<file path="src/rtl/beam_timing_gen.sv">
// Raster timing generator: h/v counters, linear pixel address and LAT-delayed sync strobes.
// Optional per-line interrupt output is built when BEAM_LINE_IRQ_EN is defined.
module beam_timing_gen #(
    parameter int unsigned H_ACTIVE = 640,
    parameter int unsigned H_FP     = 16,
    parameter int unsigned H_SYNC   = 96,
    parameter int unsigned H_BP     = 48,
    parameter int unsigned V_ACTIVE = 480,
    parameter int unsigned V_FP     = 10,
    parameter int unsigned V_SYNC   = 2,
    parameter int unsigned V_BP     = 33,
    parameter bit          HS_POL   = 1'b0,
    parameter bit          VS_POL   = 1'b0,
    parameter int unsigned LAT      = 0,
    parameter int unsigned POS_W    = 19,
    parameter int unsigned X_W      = 10,
    parameter int unsigned Y_W      = 10
) (
    input  logic             iClk,
    input  logic             iRst,
    input  logic             iEn,
`ifdef BEAM_LINE_IRQ_EN
    input  logic [Y_W-1:0]   iIrqLine,
    output logic             oLineIrq,
`endif
    output logic             oDE,
    output logic             oHS,
    output logic             oVS,
    output logic             oFrameStart,
    output logic             oLineStart,
    output logic [POS_W-1:0] oPos,
    output logic [X_W-1:0]   oX,
    output logic [Y_W-1:0]   oY
);

    localparam int unsigned H_TOTAL = H_ACTIVE + H_FP + H_SYNC + H_BP;
    localparam int unsigned V_TOTAL = V_ACTIVE + V_FP + V_SYNC + V_BP;

    localparam logic [X_W-1:0] HLast = X_W'(H_TOTAL - 1);
    localparam logic [X_W-1:0] HAct  = X_W'(H_ACTIVE);
    localparam logic [X_W-1:0] HsBeg = X_W'(H_ACTIVE + H_FP);
    localparam logic [X_W-1:0] HsEnd = X_W'(H_ACTIVE + H_FP + H_SYNC);
    localparam logic [Y_W-1:0] VLast = Y_W'(V_TOTAL - 1);
    localparam logic [Y_W-1:0] VAct  = Y_W'(V_ACTIVE);
    localparam logic [Y_W-1:0] VsBeg = Y_W'(V_ACTIVE + V_FP);
    localparam logic [Y_W-1:0] VsEnd = Y_W'(V_ACTIVE + V_FP + V_SYNC);

    localparam int unsigned BitDe  = 0;
    localparam int unsigned BitHs  = 1;
    localparam int unsigned BitVs  = 2;
    localparam int unsigned BitFs  = 3;
    localparam int unsigned BitLs  = 4;
`ifdef BEAM_LINE_IRQ_EN
    localparam int unsigned BitIrq = 5;
    localparam int unsigned PW     = 6;
`else
    localparam int unsigned PW     = 5;
`endif
    // Sync bits are stored at their output level, so reset parks them inactive.
    localparam logic [PW-1:0] PipeRst = PW'({~VS_POL, ~HS_POL, 1'b0});

    logic [X_W-1:0]   hcnt_q, hcnt_d;
    logic [Y_W-1:0]   vcnt_q, vcnt_d;
    logic [POS_W-1:0] addr_q, addr_d;
    logic [X_W-1:0]   x_q;
    logic [Y_W-1:0]   y_q;
    logic [POS_W-1:0] pos_q;
    logic             h_last, v_last, de;
    logic [PW-1:0]    dec;
    logic [PW-1:0]    pipe_q [LAT+1];
    logic [PW-1:0]    pipe_d [LAT+1];

`ifdef BEAM_LINE_IRQ_EN
    logic [Y_W-1:0]   irq_line_q, irq_line_d;
`endif

    always_comb begin
        h_last = (hcnt_q == HLast);
        v_last = (vcnt_q == VLast);
        de     = (hcnt_q < HAct) && (vcnt_q < VAct);

        hcnt_d = h_last ? '0 : hcnt_q + X_W'(1);
        vcnt_d = vcnt_q;
        if (h_last) begin
            vcnt_d = v_last ? '0 : vcnt_q + Y_W'(1);
        end

        // Address of the next active pixel; parks at H_ACTIVE*V_ACTIVE in vblank.
        addr_d = addr_q;
        if (h_last && v_last) begin
            addr_d = '0;
        end else if (de) begin
            addr_d = addr_q + POS_W'(1);
        end

        dec        = '0;
        dec[BitDe] = de;
        dec[BitHs] = (hcnt_q >= HsBeg && hcnt_q < HsEnd) ? HS_POL : ~HS_POL;
        dec[BitVs] = (vcnt_q >= VsBeg && vcnt_q < VsEnd) ? VS_POL : ~VS_POL;
        dec[BitFs] = (hcnt_q == '0) && (vcnt_q == '0);
        dec[BitLs] = (hcnt_q == '0) && (vcnt_q < VAct);

`ifdef BEAM_LINE_IRQ_EN
        // Latched while leaving (0,0) so it also covers the first frame after reset.
        irq_line_d  = ((hcnt_q == '0) && (vcnt_q == '0)) ? iIrqLine : irq_line_q;
        dec[BitIrq] = (hcnt_q == HAct) && (vcnt_q == irq_line_q)
                      && (32'(irq_line_q) < V_TOTAL);
`endif

        pipe_d[0] = dec;
        for (int unsigned i = 1; i <= LAT; i++) begin
            pipe_d[i] = pipe_q[i-1];
        end
    end

    always_ff @(posedge iClk or negedge iRst) begin
        if (!iRst) begin
            hcnt_q <= '0;
            vcnt_q <= '0;
            addr_q <= '0;
            x_q    <= '0;
            y_q    <= '0;
            pos_q  <= '0;
            for (int unsigned i = 0; i <= LAT; i++) begin
                pipe_q[i] <= PipeRst;
            end
        end else if (iEn) begin
            hcnt_q <= hcnt_d;
            vcnt_q <= vcnt_d;
            addr_q <= addr_d;
            x_q    <= hcnt_q;
            y_q    <= vcnt_q;
            pos_q  <= addr_q;
            for (int unsigned i = 0; i <= LAT; i++) begin
                pipe_q[i] <= pipe_d[i];
            end
        end
    end

`ifdef BEAM_LINE_IRQ_EN
    always_ff @(posedge iClk or negedge iRst) begin
        if (!iRst) begin
            irq_line_q <= '0;
        end else if (iEn) begin
            irq_line_q <= irq_line_d;
        end
    end

    assign oLineIrq = pipe_q[LAT][BitIrq];
`endif

    assign oDE         = pipe_q[LAT][BitDe];
    assign oHS         = pipe_q[LAT][BitHs];
    assign oVS         = pipe_q[LAT][BitVs];
    assign oFrameStart = pipe_q[LAT][BitFs];
    assign oLineStart  = pipe_q[LAT][BitLs];
    assign oPos        = pos_q;
    assign oX          = x_q;
    assign oY          = y_q;

endmodule

</file>
<file path="config.mk">
export PLATFORM = sky130hd
export DESIGN_NAME = beam_timing_gen
export DESIGN_NICKNAME = d
export VERILOG_FILES = /design/src/rtl/beam_timing_gen.sv
export SDC_FILE = /design/constraint.sdc
export NUM_CORES = 1
export LEC_CHECK = 0
export CORE_MARGIN = 10
export CORE_UTILIZATION = 60
export DETAILED_ROUTE_END_ITERATION = 6
export GPL_TIMING_DRIVEN = 1
export PLACE_DENSITY = 0.89
export RECOVER_POWER = 50
export SYNTH_ARGS = -nofsm -noshare
export SYNTH_HDL_FRONTEND = slang
export SYNTH_SLANG_ARGS = --single-unit
export TNS_END_PERCENT = 20
</file>
<file path="constraint.sdc">
create_clock -name iClk -period 4.7 [get_ports iClk]
set_clock_uncertainty 0.05 [all_clocks]
set_input_delay 0.705 -clock iClk [delete_from_list [all_inputs] [get_ports iClk]]
set_output_delay 0.705 -clock iClk [all_outputs]
set_load 0.03 [all_outputs]
</file>
==> flow_summary.ini, run 1 <==
[floorplan]
start_util_pct = 61.8
fp.dieH_um = 101
dieArea_sq_um = 10200
core_sq_um = 6390
ioPinCount = 47
num_rows = 29
die_w_um = 101

[detailed_routing]
drc = 0
drtAntennaViolNets = 0
via_per_inst = 6.44
wirelength_mm = 8.47
dr.pass1.iters = 4
vias = 2922
dr.first_iter.drc_count = 288
wl_per_cell_um = 18.7

[synth]
synth_top_family_by_area = simple AND/OR/NAND/NOR gates
synthCells = 337
ys.flop_type = dfrtp_1
synth_simple_gate_area_share_pct = 16.4
synth_mux_area_share_pct = 12.1
async_flop_share_pct = 100
synth_cell_types = 55
yosysSeqAreaShare_pct = 52.7
ys.warnings.count = 0
synth_adder_area_share_pct = 1.90
synth-xor-area-share_pct = 2.44
synth_edf_count = 0
ys_ff_latch = 83
synth_area_sq_um = 3950
syn_area_per_cell_sq_um = 11.7
syn_nets = 346
synth_compound_area_share_pct = 10.5

[run_status]
outcome = complete, but fails checks
violations = max-capacitance violations, max-slew violations

[sta]
period_needed_ns = 2.48
setup_viol = 0
tns_ns = 0
hold_viol = 0
worst_slew_pin_slew_ns = 1.97
slew_headroom_pct = -31.6
min_period_over_period_pct = 52.8
rsz0062_at_grt = false
max_freq_ghz = 0.403
finalMaxSlewViolations = 84

[place]
hpwl_mm = 5.57
gp_congestion = 0.828
buffer_ports.inserted = 46

[global_route]
overflow = 0
grtUsageTotal_pct = 17.0
antenna_found_initial = 0
grt_pass1_vias = 2912
grt_pass1_wl_mm = 14.3
grt_max_degree = 84

[cts]
cts_setup_buffers = 0
clkLatencyLatePin_ns = 0.35
cts_tree = built
cts_hold_buf = 0
cts.path.max_buffers = 2
clkSlewWorstSetupHoldPaths_ns = 0.08
cts_buffers = 9
root_buffer = clkbuf_8
cts_max_level = 3
cts-resized-gates = 0
cts.sinks = 83

[critical_path]
crit_path_start_kind = register
crit_type = register to register
crit_arrival_ns = 2.67
crit_path_max_fanout = 14
end_kind = register
cp.required_ns = 4.89

[final_layout]
utilization_pct = 72.2
diodes = 0
layout-drive-gt1-share_pct = 17.2
fin_nets = 383
areaGrowthSynthToFinish_pct = 16.9

[pwr]
p_per_area_nw_per_um2 = 474
vdd_ir_drop_max_mv = 0.383
p_leak_nw = 1.97

[worst_hold_path]
hp-class = register to register

[flow_run]
max_cap_viol_count = 1
[critical path, stage by stage (launching register included)]
cell and delay (ns):
dfrtp_1 0.39, ha_1 0.21, nand4_1 0.26, nor4b_4 0.71
a21oi_2 0.32, a221o_1 0.42
[routing by layer]
| layer | vias up | GRT usage, % | share of wire (%) |
|---|---|---|---|
| li1 | 1333 | - | - |
| met1 | 1458 | 22.0 | 41 |
| met2 | 115 | 26.7 | 49 |
| met5 | - | 0 | 0 |
| met3 | 16 | 3.98 | 7.6 |
| met4 | 0 | 7.07 | 1.8 |
[per-stage QoR]
| stage | hold slack, ns | area, sq um | std cells | power, mW | setup WS (ns) |
|---|---|---|---|---|---|
| after floorplan | 0.359 | 3950 | 337 | 1.40 | 2.72 |
| after global placement | 0.440 | 4400 | 440 | 1.60 | 2.15 |
| after detailed placement | 0.445 | 4400 | 440 | 1.62 | 2.04 |
| after CTS | 0.462 | 4620 | 454 | 2.18 | 2.27 |
| after global routing | 0.479 | 4610 | 454 | 2.29 | 2.05 |
| final | 0.460 | 4610 | 454 | 2.18 | 2.22 |
[cells in the mapped netlist (7+ instances only)]
master	n	area [sq um]
dfrtp_1	81	2030
mux2_2	39	439
nand3_1	22	110
inv_1	12	45.0
nand2_1	12	45.0
o21ai_0	12	60.1
and3_1	10	62.6
nand4_1	10	62.6
nor2_1	10	37.5
nor3_1	8	40.0
a211o_1	7	61.3
buf_2	7	35.0
clkbuf_1	7	26.3
[registers in the layout, summed over array words and instances, names as in the netlist]
register  flops
pipe_q        5
oPos         19
oX           10
vcnt_q       10
addr_q       19
oY           10
hcnt_q       10
[kinds of logic (layout without fill, tap and decap cells)]
logic type,Yosys count,in the layout
multiplexers,43,43
AO/OA/AOI/OAI,55,55
flip-flops,83,83
buffers and inverters,34,74
AND/OR/NAND/NOR,105,105
XOR/XNOR,11,11
adder cells (fa/ha/maj),6,6
[power by group]
part | switching (mW) | leakage, nW | internal, mW
registers | 0.147 | 0.975 | 0.843
clock network | 0.246 | 0.109 | 0.323
logic | 0.341 | 0.887 | 0.284
total | 0.734 | 1.97 | 1.45
[layout by cell type, fill, tap and decap left out, drive strengths merged, types with 2 or more instances in the layout]
master         netlist  layout
dfrtp               81      81
clkdlybuf4s50        0      44
mux2                39      39
nand3               23      23
clkbuf               7      14
o21ai               13      13
inv                 12      12
nand2               12      12
nand4               11      11
nor2                10      10
and3                10      10
nor3                 8       8
a211o                7       7
nor4                 7       7
and4                 6       6
xor2                 6       6
ha                   6       6
a21oi                6       6
xnor2                5       5
o221ai               5       5
mux2i                4       4
o211a                4       4
o221a                3       3
or4                  3       3
nor3b                2       2
o22ai                2       2
o32a                 2       2
nand4b               2       2
and4b                2       2
a21o                 2       2
o211ai               2       2
nand2b               2       2
and2                 2       2
a221o                2       2
bufinv               0       2
dfstp                2       2
buf                 15       2
nor4b                2       2
[path summary, 6_finish.rpt]
kind | start | endpoint | slack (ns) | cells past startpoint
worst max-delay path | hcnt_q[0] | addr_q[9] | 2.22 | 5
worst min-delay path | oY[8] | oY[8] | 0.46 | 1
worst max register to register | hcnt_q[0] | addr_q[9] | 2.22 | 5
worst min register to register | oY[8] | oY[8] | 0.46 | 1
max in group asynchronous | iRst | oY[1] | 2.58 | 1
min in group asynchronous | iRst | oX[0] | 0.85 | 1
[final cells by class]
type | instances | area [sq um]
Sequential cell | 83 | 2080
Fill cell | 433 | 1770
Multi-Input combinational cell | 220 | 1710
Timing Repair Buffer | 48 | 464
Clock buffer | 12 | 155
Tap cell | 77 | 96.3
Clock inverter | 2 | 60.1
Inverter | 12 | 45.0
(Power assumes the default switching activity.)
==> run 2: changes to the inputs <==
Settings changed: CORE_UTILIZATION 60 to 56, PLACE_DENSITY 0.89 to 0.84.
Clock period 4.7 ns to 2.56 ns, I/O delays scaled along.
==> run 2 against run 1 <==
Final area rose by 1.8%; the flow now finishes without violations; sequential power is 85% higher; register-to-register slack lost 1.8 ns; worst setup slack got worse by 1.9 ns; largest power group unchanged; final cell count grew 6.2%.
==> flow_summary.ini, run 2 (same netlist as run 1, synthesis figures left out) <==
[global_route]
grt_pass1_vias = 2913
grtUsageTotal_pct = 16.8
antenna_found_initial = 0
use_met3_pct = 4.40
grt_use_met1_pct = 21.4
top_usage_layer = met2
grt_max_degree = 43
use_met2_pct = 26.0
grt_pass1_wl_mm = 14.9
overflow = 0

[sta]
hold_viol = 0
rsz0062_at_grt = false
tns_ns = 0
setup_slack_ns = 0.367
min_period_over_period_pct = 85.7
worst_slew_pin_slew_ns = 1.01
max_freq_ghz = 0.456
slew_headroom_pct = 32.3
timing.hold.ws_ns = 0.399
finalMaxSlewViolations = 0
period_needed_ns = 2.19
setup_viol = 0

[cts]
cts-resized-gates = 0
root_buffer = clkbuf_8
cts_max_level = 3
cts_tree = built
cts.path.max_buffers = 2
clkLatencyLatePin_ns = 0.36
cts_buffers = 9
cts.sinks = 83
clkSlewWorstSetupHoldPaths_ns = 0.08

[detailed_routing]
wl_per_cell_um = 18.6
dr.first_iter.drc_count = 210
via_per_inst = 6.08
wirelength_mm = 8.99
vias = 2929
drtAntennaViolNets = 0
dr.pass1.iters = 5
drc = 0

[floorplan]
start_util_pct = 57.8
ioPinCount = 47
dieArea_sq_um = 10800
fp.dieH_um = 104
core_sq_um = 6830
num_rows = 30
die_w_um = 104

[final_layout]
areaGrowthSynthToFinish_pct = 19.0
final_cell_count_no_fill = 482
final_common_cell = dfrtp_1
fill_cells = 527
final_cell_mix = 81 x dfrtp_1, 44 x clkdlybuf4s50_1, 39 x mux2_2
layout-drive-gt1-share_pct = 18.7
diodes = 0
fin_nets = 390

[run_status]
outcome = finished clean

[place]
hpwl_mm = 6.12
pre_cts_ws_ns = 0.488
gp_congestion = 0.872
placed_cells = 465
buffer_ports.inserted = 46

[pwr]
p_per_area_nw_per_um2 = 863
vdd_ir_drop_max_mv = 0.484
p_leak_nw = 2.00

[critical_path]
end_kind = register
path_delay_family = buffers and inverters
cp.required_ns = 2.80
path_buf_inv = 2
crit_slowest_cell = clkbuf_2
crit_arrival_ns = 2.43
slowest_delay_ns = 0.82
crit_path_max_fanout = 40
path_cells = clkbuf_1 > clkbuf_2 > nor4bb_1 > o21ai_0 > o32a_1
crit_type = input pin to register
crit_path_start_kind = input pin

[worst_hold_path]
hp-class = input pin to register

[flow_run]
max_cap_viol_count = 0
## run 2: changes by cell type in the layout (fill, tap and decap cells not counted), sizes merged
cell	before	now
buf	2	5
clkbuf	14	17
clkinvlp	0	1
dlygate4sd3	0	1
clkinv	0	1
## run 2: area by class of cell
type	count	area [sq um]	area share, %
inverter	12	45.0	0.959
tap	96	120	2.56
clock inverter	4	72.6	1.55
clock buffer	12	155	3.30
sequential	83	2080	44.3
timing repair buffer	55	513	10.9
multi-input combinational	220	1710	36.4
## run 2: timing repair
| action | CTS | global route |
|---|---|---|
| setup buffers | 0 | 0 |
| hold buffers | 1 | 0 |
| hold endpoints to repair | 39 | 0 |
## run 2: through the flow
stage | total power, mW | instance area [sq um] | utilization (%)
final | 4.05 | 4700 | 68.8
after CTS | 4.07 | 4720 | 69.1
after detailed placement | 3.00 | 4480 | 65.6
after global routing | 4.27 | 4700 | 68.8
after global placement | 2.95 | 4480 | 65.6
after floorplan | 2.57 | 3950 | -
## run 2: report_power, final
group | total [mW] | internal (mW) | switching (mW)
registers | 1.83 | 1.55 | 0.278
logic | 1.15 | 0.525 | 0.629
clock network | 1.08 | 0.602 | 0.474
total | 4.05 | 2.67 | 1.38
## run 2: final timing paths
check,depth (start not counted),to,slack [ns],from
worst min-delay path,3,hcnt_q[0],0.40,iEn
max in group asynchronous,3,addr_q[1],0.58,iRst
worst min register to register,1,oX[8],0.46,oX[8]
min in group asynchronous,2,pipe_q[4],0.68,iRst
worst max-delay path,5,pipe_q[2],0.37,iEn
worst max register to register,6,addr_q[2],0.38,vcnt_q[0]
## run 2: tightest hold or removal path, cell delays in order
cell and delay, ns:
clkbuf_1 0.20, nand2_1 0.11, mux2i_1 0.07
## run 2: layer usage
layer | vias up | routed length, um
met2 | 91 | 4420
met4 | 0 | 189
met5 | - | 0
met3 | 16 | 584
li1 | 1352 | -
met1 | 1470 | 3790
==> run 3: changes to the inputs <==
Settings changed: CORE_MARGIN 10 to unset.
==> run 3 against run 2 <==
Clock power hardly changed; sequential share of layout area is 0.059 points higher; via count shrank 1.6%; worst setup slack got worse by 0.089 ns; first-iteration DRC count rose by 0.48%; die area fell by 32%; largest cell class unchanged; clock-buffer cell count fell by 2; highest routed layer unchanged; utilization rose by 0.29 points; largest power group unchanged; critical path depth shrank 1; register-to-register slack got worse by 0.10 ns; sequential power hardly changed.
==> flow_summary.ini, run 3 (same netlist as run 1, synthesis figures left out) <==
[critical_path]
crit_path_max_fanout = 14
crit_path_start_kind = register
crit_arrival_ns = 2.51
end_kind = register
reg2reg_to = addr_q[15]
rrSetupSlack_ns = 0.28
rr_worst_depth = 4
crit_type = register to register
cp.required_ns = 2.79
reg2reg_from = hcnt_q[7]

[cts]
cts_buffers = 9
cts.sinks = 83
clkSlewWorstSetupHoldPaths_ns = 0.08
clkLatencyLatePin_ns = 0.36
root_buffer = clkbuf_8
cts_max_level = 3
cts_setup_buffers = 0
cts-resized-gates = 0
cts_hold_buf = 1
cts.path.max_buffers = 2
cts_tree = built

[detailed_routing]
wl_per_cell_um = 16.9
dr.first_iter.drc_count = 211
dr.pass1.iters = 4
wirelength_mm = 8.15
drtAntennaViolNets = 0
vias = 2882
drc = 0
via_per_inst = 5.99

[floorplan]
die_w_um = 85.9
fp.dieH_um = 85.9
core_sq_um = 6790
start_util_pct = 58.1
dieArea_sq_um = 7390
ioPinCount = 47
num_rows = 30

[place]
buffer_ports.inserted = 46
hpwl_mm = 5.60
placed_cells = 464
gp_congestion = 0.866
dpl_cell_area_sq_um = 4470
pre_cts_ws_ns = 0.357

[global_route]
antenna_found_initial = 0
grtUsageTotal_pct = 24.0
overflow = 0
grt_pass1_vias = 2778
grt_pass1_wl_mm = 13.7
grt_max_degree = 49

[flow_run]
max_cap_viol_count = 0

[sta]
rsz0062_at_grt = false
period_needed_ns = 2.28
setup_slack_ns = 0.278
tns_ns = 0
setup_viol = 0
finalMaxSlewViolations = 0
worst_slew_pin_slew_ns = 1.10
timing.hold.ws_ns = 0.364
hold_viol = 0
slew_headroom_pct = 27.0
min_period_over_period_pct = 89.1
max_freq_ghz = 0.438

[final_layout]
final_cell_mix = 81 x dfrtp_1, 44 x clkdlybuf4s50_1, 39 x mux2_2
areaGrowthSynthToFinish_pct = 18.9
final_cell_count_no_fill = 481
layout-drive-gt1-share_pct = 18.7
final_common_cell = dfrtp_1
diodes = 0
fill_cells = 506
postLayoutCellArea_sq_um = 4690
fin_nets = 389

[run_status]
outcome = finished clean

[pwr]
p_leak_nw = 1.99
vdd_ir_drop_max_mv = 0.502
p_per_area_nw_per_um2 = 854

[worst_hold_path]
hold_end = hcnt_q[0]
whs_path_depth = 3
hp-class = input pin to register
worstHoldStart = iEn
## run 3: cell types whose count changed in the layout (fill, tap and decap cells not counted), sizes merged
cell,before,now
clkinvlp,1,2
clkbuf,17,14
clkinv,1,2
## run 3: area by class of cell
type,instances,area [sq um],area share (%)
Timing Repair Buffer,54,508,10.8
Inverter,12,45.0,0.960
Clock inverter,6,88.8,1.89
Multi-Input combinational cell,220,1710,36.5
Tap cell,96,120,2.56
Clock buffer,10,138,2.93
Sequential cell,83,2080,44.3
## run 3: report_power, final
group / switching (mW) / internal, mW / leakage, nW
Clock: 0.475 / 0.575 / 0.108
Combinational: 0.605 / 0.523 / 0.911
Sequential: 0.280 / 1.55 / 0.975
## run 3: layer usage
metal | wire length, um | GRT usage [%] | share of wire [%] | vias up
met3 | 475 | 5.77 | 5.8 | 15
met5 | 0 | 0 | 0 | -
met1 | 3640 | 33.4 | 45 | 1425
li1 | - | - | - | 1349
met4 | 131 | 10.0 | 1.6 | 0
met2 | 3900 | 36.2 | 48 | 93
## run 3: per-stage QoR
stage	util [%]	power [mW]
detailed placement	65.9	2.98
global route	69.0	4.21
floorplan	-	2.57
global placement	65.9	2.93
finish	69.0	4.01
CTS	69.3	4.03
## run 3: worst max-delay path by stage
| stage | end | from | cells after the start |
|---|---|---|---|
| after global routing | addr_q[15] | hcnt_q[7] | 4 |
| after CTS | addr_q[15] | hcnt_q[7] | 4 |
| after floorplan | addr_q[9] | hcnt_q[0] | 6 |
| final | addr_q[15] | hcnt_q[7] | 4 |
| after detailed placement | addr_q[15] | hcnt_q[7] | 4 |
| after global placement | addr_q[15] | hcnt_q[7] | 4 |
## run 3: critical path, cell delays in order (launching register included)
cell      delay, ns
dfrtp_1        0.47
o21ai_0        0.33
nand4b_1       0.52
or4_1          0.67
a22oi_1        0.16
